$ cat src/rtl/aes_out_misr.sv
// MISR signature compactor for the AES ciphertext stream, with a programmable start latency.
// Optional golden-signature comparator enabled by defining MISR_COMPARE_EN.
module aes_out_misr #(
    parameter int unsigned  LATENCY = 21,
    parameter logic [127:0] SEED    = 128'hDEAD_BEEF_DEAD_BEEF_DEAD_BEEF_DEAD_BEEF
) (
    input  logic         clk,
    input  logic         rst,
    input  logic         i_start,
    input  logic [31:0]  i_num_samples,
    input  logic [127:0] i_data,
    input  logic [127:0] i_expected,
    output logic         o_busy,
    output logic         o_done,
    output logic [127:0] o_signature,
    output logic         o_match,
    output logic [31:0]  o_sample_count
);

    localparam logic [1:0] S_IDLE    = 2'd0;
    localparam logic [1:0] S_WAIT    = 2'd1;
    localparam logic [1:0] S_COMPACT = 2'd2;
    localparam logic [1:0] S_DONE    = 2'd3;

    // WAIT spans LATENCY-1 cycles; with LATENCY==1 it is skipped entirely.
    localparam bit          NO_WAIT   = (LATENCY < 2);
    localparam logic [31:0] WAIT_LOAD = NO_WAIT ? 32'd0 : 32'(LATENCY - 2);

    logic [1:0]   state_q, state_d;
    logic [31:0]  wcnt_q, wcnt_d;
    logic [31:0]  n_q, n_d;
    logic [127:0] sig_q, sig_d;
    logic [31:0]  cnt_q, cnt_d;
    logic         start_acc;
    logic         done_entry;
    logic         fb;
    logic [127:0] sig_step;

    assign fb       = sig_q[127] ^ sig_q[125] ^ sig_q[100] ^ sig_q[98];
    assign sig_step = {sig_q[126:0], fb} ^ i_data;

    always_comb begin
        state_d    = state_q;
        wcnt_d     = wcnt_q;
        n_d        = n_q;
        sig_d      = sig_q;
        cnt_d      = cnt_q;
        start_acc  = 1'b0;
        done_entry = 1'b0;
        unique case (state_q)
            S_IDLE, S_DONE: begin
                if (i_start) begin
                    start_acc = 1'b1;
                    n_d       = i_num_samples;
                    sig_d     = SEED;
                    cnt_d     = 32'd0;
                    wcnt_d    = WAIT_LOAD;
                    if (i_num_samples == 32'd0) begin
                        state_d    = S_DONE;
                        done_entry = 1'b1;
                    end else if (NO_WAIT) begin
                        state_d = S_COMPACT;
                    end else begin
                        state_d = S_WAIT;
                    end
                end
            end
            S_WAIT: begin
                if (wcnt_q == 32'd0) begin
                    state_d = S_COMPACT;
                end else begin
                    wcnt_d = wcnt_q - 32'd1;
                end
            end
            S_COMPACT: begin
                sig_d = sig_step;
                cnt_d = cnt_q + 32'd1;
                if (cnt_d == n_q) begin
                    state_d    = S_DONE;
                    done_entry = 1'b1;
                end
            end
            default: begin
                state_d = S_IDLE;
            end
        endcase
    end

    always_ff @(posedge clk) begin
        if (rst) begin
            state_q <= S_IDLE;
            wcnt_q  <= 32'd0;
            n_q     <= 32'd0;
            sig_q   <= SEED;
            cnt_q   <= 32'd0;
        end else begin
            state_q <= state_d;
            wcnt_q  <= wcnt_d;
            n_q     <= n_d;
            sig_q   <= sig_d;
            cnt_q   <= cnt_d;
        end
    end

`ifdef MISR_COMPARE_EN
    logic match_q;

    // Compare against the signature being written on the DONE entry edge.
    always_ff @(posedge clk) begin
        if (rst) begin
            match_q <= 1'b0;
        end else if (done_entry) begin
            match_q <= (sig_d == i_expected);
        end else if (start_acc) begin
            match_q <= 1'b0;
        end
    end

    assign o_match = match_q;
`else
    logic unused_cmp;

    assign unused_cmp = ^{i_expected, start_acc, done_entry};
    assign o_match    = 1'b0;
`endif

    assign o_busy         = (state_q == S_WAIT) || (state_q == S_COMPACT);
    assign o_done         = (state_q == S_DONE);
    assign o_signature    = sig_q;
    assign o_sample_count = cnt_q;

endmodule
$ cat config.mk
export PLATFORM = sky130hd
export DESIGN_NAME = aes_out_misr
export DESIGN_NICKNAME = d
export VERILOG_FILES = /design/src/rtl/aes_out_misr.sv
export SDC_FILE = /design/constraint.sdc
export NUM_CORES = 1
export LEC_CHECK = 0
export CORE_AREA = 8 8 169 171
export CTS_BUF_LIST = sky130_fd_sc_hd__clkbuf_2 sky130_fd_sc_hd__clkbuf_4 sky130_fd_sc_hd__clkbuf_8
export DETAILED_ROUTE_END_ITERATION = 7
export DIE_AREA = 0 0 177 179
export DONT_BUFFER_PORTS = 1
export PLACE_DENSITY = 0.67
export SLEW_MARGIN = 20
export SYNTH_ARGS = -nofsm -noshare
export SYNTH_HDL_FRONTEND = slang
export SYNTH_SLANG_ARGS = --single-unit
$ cat constraint.sdc
create_clock -name clk -period 8.68 [get_ports clk]
set_input_delay 2.17 -clock clk [delete_from_list [all_inputs] [get_ports clk]]
set_output_delay 2.17 -clock clk [all_outputs]
set_load 0.1 [all_outputs]
==> run_results.csv, run 1 <==
group,metric,value,unit
sta,timing_hold_violations_final,0,
floorplanning,coreArea,0.0258,mm^2
worst_hold_path,hold_path_class,"register to register",
synth,syn_inst,1399,
run,max-cap-violations,0,
worst_setup_path,crit_type,"register to register",
clock_tree,clock_latency,0.54,ns
worst_setup_path,cp_max_fo,10,
route,wl_per_cell,20.9,um
synth,synth_commonest_cells,"226 x dfxtp_1, 129 x xnor2_1, 121 x o21ai_0, 119 x nand3_1, 113 x nor2_1",
synth,syn_area_per_cell,8.15,um^2
pwr,seq_power_share,39.1,%
route,drc,0,
worst_setup_path,crit_slowest_cell,"dfxtp_1",
worst_setup_path,crit_path_cell_trace,"ha_1 > nand3_2 > nor4_2 > nand4_1 > and3b_1 > or4_1 > nor4_1 > a31oi_1 > mux2_4",
synth,ys_top_cells_by_area,"dfxtp_1 40%, xnor2_1 9.9%, nand2b_1 5.7%",
synth,ys_ff_latch,226,
floorplanning,row_count,59,
synth,synth_most_common_cell,"dfxtp_1",
clock_tree,postCtsHoldBufs,0,
clock_tree,cts_tree,"built",
clock_tree,clock-root-buffer,"clkbuf_8",
pwr,power_switching,1.65,mW
synth,synthArstFlopShare,0,%
sta,max-slew-margin-rel,22.0,%
route,dr.pass1.iters,5,
sta,slew_viol_final,0,
worst_setup_path,start_kind,"register",
worst_setup_path,critPathTopFamily,"simple AND/OR/NAND/NOR gates",
pwr,p_per_area,308,mW/mm^2
floorplanning,start_util,44.3,%
sta,setup_violations,0,
floorplanning,io_pins,454,
synth,synth_edf_count,0,
synth,ys_seq_area_share,39.7,%
global_routing,grt_usage,22.0,%
synth,yosys.area.top_type,"dfxtp_1",
placed_design,dp_slack,3.94,ns
clock_tree,numCtsBuffers,41,
pwr,vdd_drop_max,177,uV
route,wirelength,36.8,mm
worst_setup_path,worstPathArrival,4.76,ns
global_routing,antenna_found_initial,0,
global_routing,gr-total-overflow,0,
sta,fin_hold_ws,0.460,ns
status,outcome,"finished clean",
sta,rsz0062_at_grt,"no",
clock_tree,post_cts_buffers,0,
worst_hold_path,min_path_cells,2,
synth,synthesis.area,0.0114,mm^2
placed_design,placed_area,0.0119,mm^2
sta,final.setup.tns,0,ns
final_layout,postLayoutCoreUtil,49.5,%
clock_tree,htree_levels,2,
placed_design,hpwl,26.6,mm
sta,setup_slack,4.34,ns
final_layout,fin_cells,1760,
pwr,pwr-share-comb,33.6,%
placed_design,post-place-cells,1688,
route,vias_per_cell,5.63,
pwr,power_leakage,4.39,nW
floorplanning,die_area,0.0317,mm^2
global_routing,grt_first_pass_wirelength,55.0,mm
sta,fmax,230,MHz
clock_tree,clk_pin_slew,0.06,ns
worst_setup_path,required,9.10,ns
floorplanning,fp.dieH,179,um
final_layout,nNetsFinal,1693,
route,routed-via-count,9910,
sta,period_needed,4.34,ns
clock_tree,ctsLongestPathBuffers,3,
global_routing,grt_max_degree,201,
worst_setup_path,critical_path.max_stage_delay,1.05,ns
worst_setup_path,ff2ff_path_depth,9,
pwr,sw_frac_of_total,41.9,%
floorplanning,die_w,177,um
worst_setup_path,cp-end-kind,"register",
route,antenna_left,0,
synth,synthFlopType,"dfxtp_1",
synth,ys_warn_count,0,
synth,ys_types,59,
pwr,clkPwrFrac,27.3,%
route,drt-initial-drc-count,715,
global_routing,grt_pass1_vias,9064,
sta,worst_slew_pin_slew,1.17,ns
pwr,total_power,3.93,mW
synth,yosysTopAreaCellShare,39.7,%
sta,fin_crit_sh,50.0,%
synth,syn-num-nets,1696,
placed_design,place_congestion,0.949,
final_layout,drive_gt1_share,10.0,%
clock_tree,cts_resized,0,
pwr,p_int,2.28,mW
sta,clock-skew-final,0.0181,ns
placed_design,io_buffers,0,
worst_setup_path,worstSetupPathDepth,9,
clock_tree,clock-sinks,226,
worst_setup_path,path_buf_inv,0,
final_layout,antenna_cells,0,
final_layout,area_growth,11.8,%
final_layout,fin_area,0.0128,mm^2
==> worst paths after layout <==
kind | endpoint | start | slack (ns)
worst max-delay path | state_q[0]$_SDFFE_PP0P_ | o_sample_count[1]$_SDFFE_PP0P_ | 4.34
worst max register to register | state_q[0]$_SDFFE_PP0P_ | o_sample_count[1]$_SDFFE_PP0P_ | 4.34
worst min-delay path | n_q[18]$_SDFFE_PP0P_ | n_q[18]$_SDFFE_PP0P_ | 0.46
worst min register to register | n_q[18]$_SDFFE_PP0P_ | n_q[18]$_SDFFE_PP0P_ | 0.46
==> power by group through the flow <==
stage / clock [mW] / combinational [mW] / sequential, mW
CTS: 1.10 / 1.32 / 1.54
global placement: 0 / 1.30 / 1.55
finish: 1.07 / 1.32 / 1.54
global route: 1.15 / 1.47 / 1.56
detailed placement: 0 / 1.32 / 1.56
floorplan: 0 / 1.04 / 1.56
==> metal layers <==
layer | up-vias | part of all wire (%) | global-route usage (%)
met5 | - | 0 | 0
met4 | 0 | 2.0 | 5.99
met2 | 415 | 44 | 33.3
met3 | 61 | 14 | 11.5
li1 | 4831 | - | -
met1 | 4603 | 40 | 26.9
==> placed cells by master (no fill, tap or decap), types with 10 or more instances in the layout <==
cell type / instances
xnor2_1: 129
buf_4: 50
a22oi_1: 34
nand2b_1: 103
inv_1: 10
or3_1: 14
nand2_1: 107
xor2_1: 64
clkbuf_8: 52
and3_1: 10
nand4_1: 19
o21ai_0: 121
nand3_1: 119
nor2_1: 112
dfxtp_1: 223
nor4_1: 22
nor3_1: 30
clkbuf_4: 16
a21oi_1: 76
==> area by class of cell <==
class	instances	area, um^2
Multi-Input combinational cell	1066	6500
Fill cell	2494	13000
Clock inverter	4	47.5
Sequential cell	226	4530
Timing Repair Buffer	51	387
Tap cell	335	419
Clock buffer	68	836
Inverter	10	37.5
==> state kept, by name, indices dropped and copies added (netlist names) <==
register / cells
n_q: 32
o_sample_count: 32
o_signature: 128
state_q: 2
wcnt_q: 32
==> cells by family (layout without fill, tap and decap cells) <==
kind of cell               count (synthesis)  count (layout)  share of synthesized area [%]
AOI/OAI and AO/OA                        273             273                           13.7
DFF                                      226             226                           39.7
muxes                                      6               6                          0.570
xor gates and xnor gates                 193             193                           14.8
and+or+nand+nor                          587             587                           26.8
buffers and inverters                    107             133                           3.72
other                                      1               1                         0.0329
adders and majority gates                  6               6                          0.658
==> worst reg2reg max path: stages, from the launching register on <==
cell     delay (ns)
dfxtp_1        1.05
ha_1           0.47
nand3_2        0.30
nor4_2         0.64
nand4_1        0.25
and3b_1        0.23
or4_1          0.46
nor4_1         0.27
a31oi_1        0.22
mux2_4         0.34
(Power assumes the default switching activity.)
==> run 2, diff against run 1 <==
==> constraint.sdc (replaced) <==
create_clock -name clk -period 4.2 [get_ports clk]
set_input_delay 1.05 -clock clk [delete_from_list [all_inputs] [get_ports clk]]
set_output_delay 1.05 -clock clk [all_outputs]
set_load 0.1 [all_outputs]
==> run_results.csv, run 2 (synthesized netlist as in run 1, its figures left out) <==
group,metric,value,unit
clock_tree,numCtsBuffers,41,
route,wirelength,37.6,mm
placed_design,io_buffers,0,
floorplanning,die_w,177,um
status,outcome,"finished clean",
worst_setup_path,required,4.62,ns
sta,final.setup.tns,0,ns
sta,fmax,282,MHz
clock_tree,htree_levels,2,
pwr,p_int,4.80,mW
global_routing,grt_max_degree,213,
clock_tree,postCtsHoldBufs,0,
pwr,seq_power_share,39.7,%
final_layout,drive_gt1_share,10.8,%
sta,rsz0062_at_grt,"no",
route,antenna_left,0,
pwr,total_power,8.24,mW
clock_tree,post_cts_buffers,0,
worst_setup_path,critical_path.max_stage_delay,0.66,ns
clock_tree,ctsLongestPathBuffers,3,
sta,setup_slack,0.655,ns
final_layout,area_growth,12.6,%
placed_design,placed_area,0.0119,mm^2
sta,fin_crit_sh,84.4,%
floorplanning,start_util,44.3,%
global_routing,gr-total-overflow,0,
pwr,p_per_area,641,mW/mm^2
worst_setup_path,cp-end-kind,"register",
clock_tree,clock_latency,0.54,ns
final_layout,antenna_cells,0,
worst_setup_path,path_buf_inv,0,
clock_tree,cts_resized,0,
floorplanning,io_pins,454,
clock_tree,clk_pin_slew,0.06,ns
floorplanning,die_area,0.0317,mm^2
worst_setup_path,crit_path_cell_trace,"nand4_4 > nor4_4 > nand3_1 > xnor2_1 > or4_1 > nor4_1 > a31oi_1 > mux2_4",
sta,clock-skew-final,0.0279,ns
clock_tree,clock-root-buffer,"clkbuf_8",
placed_design,dp_slack,0.722,ns
sta,slew_viol_final,0,
sta,timing_hold_violations_final,0,
final_layout,largest_reg_flops,128,
worst_setup_path,crit_slowest_cell,"dfxtp_1",
final_layout,fin_cells,1765,
global_routing,grt_first_pass_wirelength,56.4,mm
final_layout,postLayoutCoreUtil,49.9,%
pwr,power_leakage,4.43,nW
worst_setup_path,start_kind,"register",
worst_hold_path,hold_path_class,"register to register",
worst_setup_path,worstPathArrival,3.96,ns
global_routing,grt_usage,22.6,%
sta,max-slew-margin-rel,17.6,%
pwr,clkPwrFrac,27.9,%
worst_setup_path,crit_type,"register to register",
route,vias_per_cell,5.72,
sta,setup_violations,0,
floorplanning,fp.dieH,179,um
sta,period_needed,3.54,ns
pwr,power_switching,3.45,mW
worst_setup_path,cp_max_fo,14,
clock_tree,cts_tree,"built",
route,drc,0,
pwr,vdd_drop_max,462,uV
placed_design,place_congestion,0.909,
run,max-cap-violations,0,
floorplanning,row_count,59,
clock_tree,clock-sinks,226,
final_layout,final_common_cell,"dfxtp_1",
floorplanning,coreArea,0.0258,mm^2
placed_design,hpwl,26.8,mm
route,wl_per_cell,21.3,um
route,routed-via-count,10100,
final_layout,fin_area,0.0128,mm^2
sta,fin_hold_ws,0.463,ns
pwr,sw_frac_of_total,41.8,%
global_routing,grt_pass1_vias,9636,
worst_setup_path,critPathTopFamily,"simple AND/OR/NAND/NOR gates",
sta,worst_slew_pin_slew,1.23,ns
pwr,pwr-share-comb,32.4,%
route,dr.pass1.iters,5,
placed_design,post-place-cells,1694,
global_routing,antenna_found_initial,2,
route,drt-initial-drc-count,775,
final_layout,final_cell_mix,"216 x dfxtp_1, 129 x xnor2_1, 121 x o21ai_0, 119 x nand3_1, 112 x nor2_1",
final_layout,nNetsFinal,1699,
==> run 2: cell type report <==
type	instances	area (um^2)
Clock buffer	67	835
Clock inverter	4	72.6
Fill cell	2451	12900
Inverter	10	37.5
Multi-Input combinational cell	1066	6500
Sequential cell	226	4540
Tap cell	335	419
Timing Repair Buffer	57	444
==> run 2: final timing paths <==
check,slack [ns],cells after the start,start,to
setup reg to reg,0.66,8,o_sample_count[7]$_SDFFE_PP0P_,state_q[0]$_SDFFE_PP0P_
hold / removal,0.46,2,wcnt_q[20]$_SDFFE_PP0P_,wcnt_q[20]$_SDFFE_PP0P_
hold reg to reg,0.46,2,wcnt_q[20]$_SDFFE_PP0P_,wcnt_q[20]$_SDFFE_PP0P_
setup / recovery,0.66,8,o_sample_count[7]$_SDFFE_PP0P_,state_q[0]$_SDFFE_PP0P_
==> run 2: power groups by stage <==
stage                     Clock, mW  Sequential [mW]  Combinational [mW]
after floorplan                   0             3.22                2.14
after global placement            0             3.30                2.62
after detailed placement          0             3.31                2.67
after CTS                      2.35             3.27                2.68
after global routing           2.45             3.32                3.01
final                          2.30             3.27                2.67
==> run 2: worst min-delay path, cell delays in order, from the launching register on <==
cell and delay, ns:
dfxtp_1 0.30, o31ai_1 0.06, a21oi_1 0.06
==> run 2: layer usage <==
layer,up-vias,GRT usage [%],wire length [um]
li1,4835,-,-
met1,4743,27.2,15000
met2,446,33.9,16300
met3,72,12.1,5150
met4,4,7.74,1050
met5,-,0,26
==> run 3, diff against run 2 <==
--- a/config.mk
+++ b/config.mk
@@ -10,7 +10,7 @@
 export DETAILED_ROUTE_END_ITERATION = 7
 export DIE_AREA = 0 0 177 179
 export DONT_BUFFER_PORTS = 1
-export PLACE_DENSITY = 0.67
+export PLACE_DENSITY = 0.69
 export SLEW_MARGIN = 20
 export SYNTH_ARGS = -nofsm -noshare
 export SYNTH_HDL_FRONTEND = slang
==> constraint.sdc (replaced) <==
create_clock -name clk -period 3 [get_ports clk]
set_input_delay 0.75 -clock clk [delete_from_list [all_inputs] [get_ports clk]]
set_output_delay 0.75 -clock clk [all_outputs]
set_load 0.1 [all_outputs]
==> run_results.csv, run 3 (synthesized netlist as in run 1, its figures left out) <==
group,metric,value,unit
worst_setup_path,worstPathArrival,3.24,ns
worst_setup_path,worstSetupStartpoint,"wcnt_q[23]$_SDFFE_PP0P_",
final_layout,num-fill-cells,2383,
sta,setup_slack,0.165,ns
route,drt-initial-drc-count,860,
global_routing,grt_first_pass_wirelength,57.5,mm
route,routed-via-count,10700,
worst_setup_path,start_kind,"register",
route,met1_length,15.3,mm
route,antenna_left,0,
clock_tree,clock-sinks,226,
placed_design,hpwl,27.7,mm
sta,period_needed,2.83,ns
route,top_layer,"met4",
floorplanning,start_util,44.3,%
sta,fmax,353,MHz
floorplanning,io_pins,454,
final_layout,largest_reg_flops,128,
worst_setup_path,required,3.41,ns
sta,max-slew-margin-rel,31.4,%
final_layout,final_common_cell,"buf_4",
global_routing,grt_usage,22.7,%
sta,timing_hold_violations_final,0,
worst_setup_path,ff2ff_path_depth,8,
route,vias_per_cell,5.64,
sta,fin_crit_sh,94.5,%
final_layout,drive_gt1_share,20.7,%
final_layout,nNetsFinal,1841,
placed_design,post-place-cells,1837,
route,wl_per_cell,19.9,um
final_layout,seq_area,0.00461,mm^2
pwr,total_power,11.6,mW
clock_tree,cts_tree,"built",
clock_tree,clock-root-buffer,"clkbuf_8",
global_routing,grt_max_degree,201,
final_layout,antenna_cells,0,
sta,clock-skew-final,0.0300,ns
final_layout,final_cell_mix,"199 x buf_4, 194 x dfxtp_1, 129 x xnor2_1, 121 x o21ai_0, 119 x nand3_1",
run,max-cap-violations,0,
floorplanning,die_w,177,um
floorplanning,fp.dieH,179,um
pwr,p_per_area,834,mW/mm^2
route,dr.pass1.iters,6,
route,drc,0,
worst_setup_path,cp-endpoint,"state_q[0]$_SDFFE_PP0P_",
clock_tree,clk_pin_slew,0.06,ns
sta,slew_viol_final,0,
pwr,power_leakage,5.07,nW
sta,final.setup.tns,0,ns
final_layout,area_growth,22.3,%
placed_design,io_buffers,0,
final_layout,fin_area,0.0140,mm^2
route,wl_met3,4.58,mm
worst_setup_path,ff2ff_setup_slack,0.17,ns
global_routing,gr-total-overflow,0,
floorplanning,row_count,59,
global_routing,antenna_found_initial,0,
global_routing,grt_pass1_vias,10300,
sta,worst_slew_pin_slew,1.03,ns
worst_hold_path,hold_path_class,"primary input to register",
final_layout,multi_input_area,0.00658,mm^2
placed_design,dp_slack,0.0560,ns
placed_design,place_congestion,0.930,
sta,rsz0062_at_grt,"no",
worst_setup_path,r2r_start,"wcnt_q[23]$_SDFFE_PP0P_",
clock_tree,htree_levels,2,
route,wl_met2,17.1,mm
pwr,vdd_drop_max,530,uV
floorplanning,die_area,0.0317,mm^2
placed_design,placed_area,0.0131,mm^2
floorplanning,coreArea,0.0258,mm^2
worst_setup_path,cp-end-kind,"register",
worst_setup_path,crit_type,"register to register",
worst_setup_path,reg2reg_to,"state_q[0]$_SDFFE_PP0P_",
clock_tree,numCtsBuffers,39,
status,outcome,"finished clean",
worst_setup_path,cp_max_fo,4,
sta,setup_violations,0,
clock_tree,clock_latency,0.54,ns
route,wirelength,37.8,mm
final_layout,fin_cells,1903,
clock_tree,ctsLongestPathBuffers,3,
[run 3: cell types whose count changed in the layout (fill, tap and decap cells not counted), moves of 3 or more]
cell,change
clkbuf_8,-8
dfxtp_1,-22
nor4_4,+3
dfxtp_4,+20
buf_4,+144
[run 3: through the flow]
stage,hold slack (ns),utilization [%]
finish,0.306,54.1
global route,0.282,54.1
CTS,0.266,53.9
detailed placement,0.456,50.9
global placement,0.450,50.9
floorplan,0.436,-
[run 3: worst min path at each step]
stage                                        from                         endpoint  cells past startpoint
final                                         rst  o_sample_count[25]$_SDFFE_PP0P_                      1
after global routing                          rst  o_sample_count[31]$_SDFFE_PP0P_                      1
after CTS                                     rst  o_sample_count[22]$_SDFFE_PP0P_                      1
after detailed placement     n_q[11]$_SDFFE_PP0P_             n_q[11]$_SDFFE_PP0P_                      2
after global placement    wcnt_q[20]$_SDFFE_PP0P_          wcnt_q[20]$_SDFFE_PP0P_                      2
after floorplan              n_q[18]$_SDFFE_PP0P_             n_q[18]$_SDFFE_PP0P_                      2
[run 3: cell type report]
| class | instances | area share (%) |
|---|---|---|
| tap | 335 | 3.00 |
| clock inverter | 4 | 0.188 |
| inverter | 10 | 0.296 |
| sequential | 226 | 33.1 |
| multi-input combinational | 1066 | 47.1 |
| clock buffer | 61 | 5.30 |
| timing repair buffer | 201 | 11.0 |
[run 3: per-layer routing]
metal  up-vias  GRT usage (%)
li1       5122              -
met3        60           9.77
met1      5079           28.0
met2       474           35.3
met5         -              0
met4         0           7.01
[run 3: critical path: stages, from the launching register on]
cell and delay [ns]:
dfxtp_1 0.34, or4_4 0.56, nor4_4 0.29, nand3_1 0.12, a21o_1 0.22, or4_1 0.53
nor4_2 0.18, a31oi_2 0.16, mux2_4 0.32
[run 3: timing repair]
item	4_1_cts	5_1_grt
setup endpoints to repair	0	2
hold buffers	0	0
buffers inserted	0	1
gates resized for setup	0	12
[run 3: where the power goes]
| part | switching (mW) | internal [mW] |
|---|---|---|
| clock | 1.24 | 1.56 |
| combinational | 3.08 | 1.76 |
| sequential | 0.606 | 3.39 |
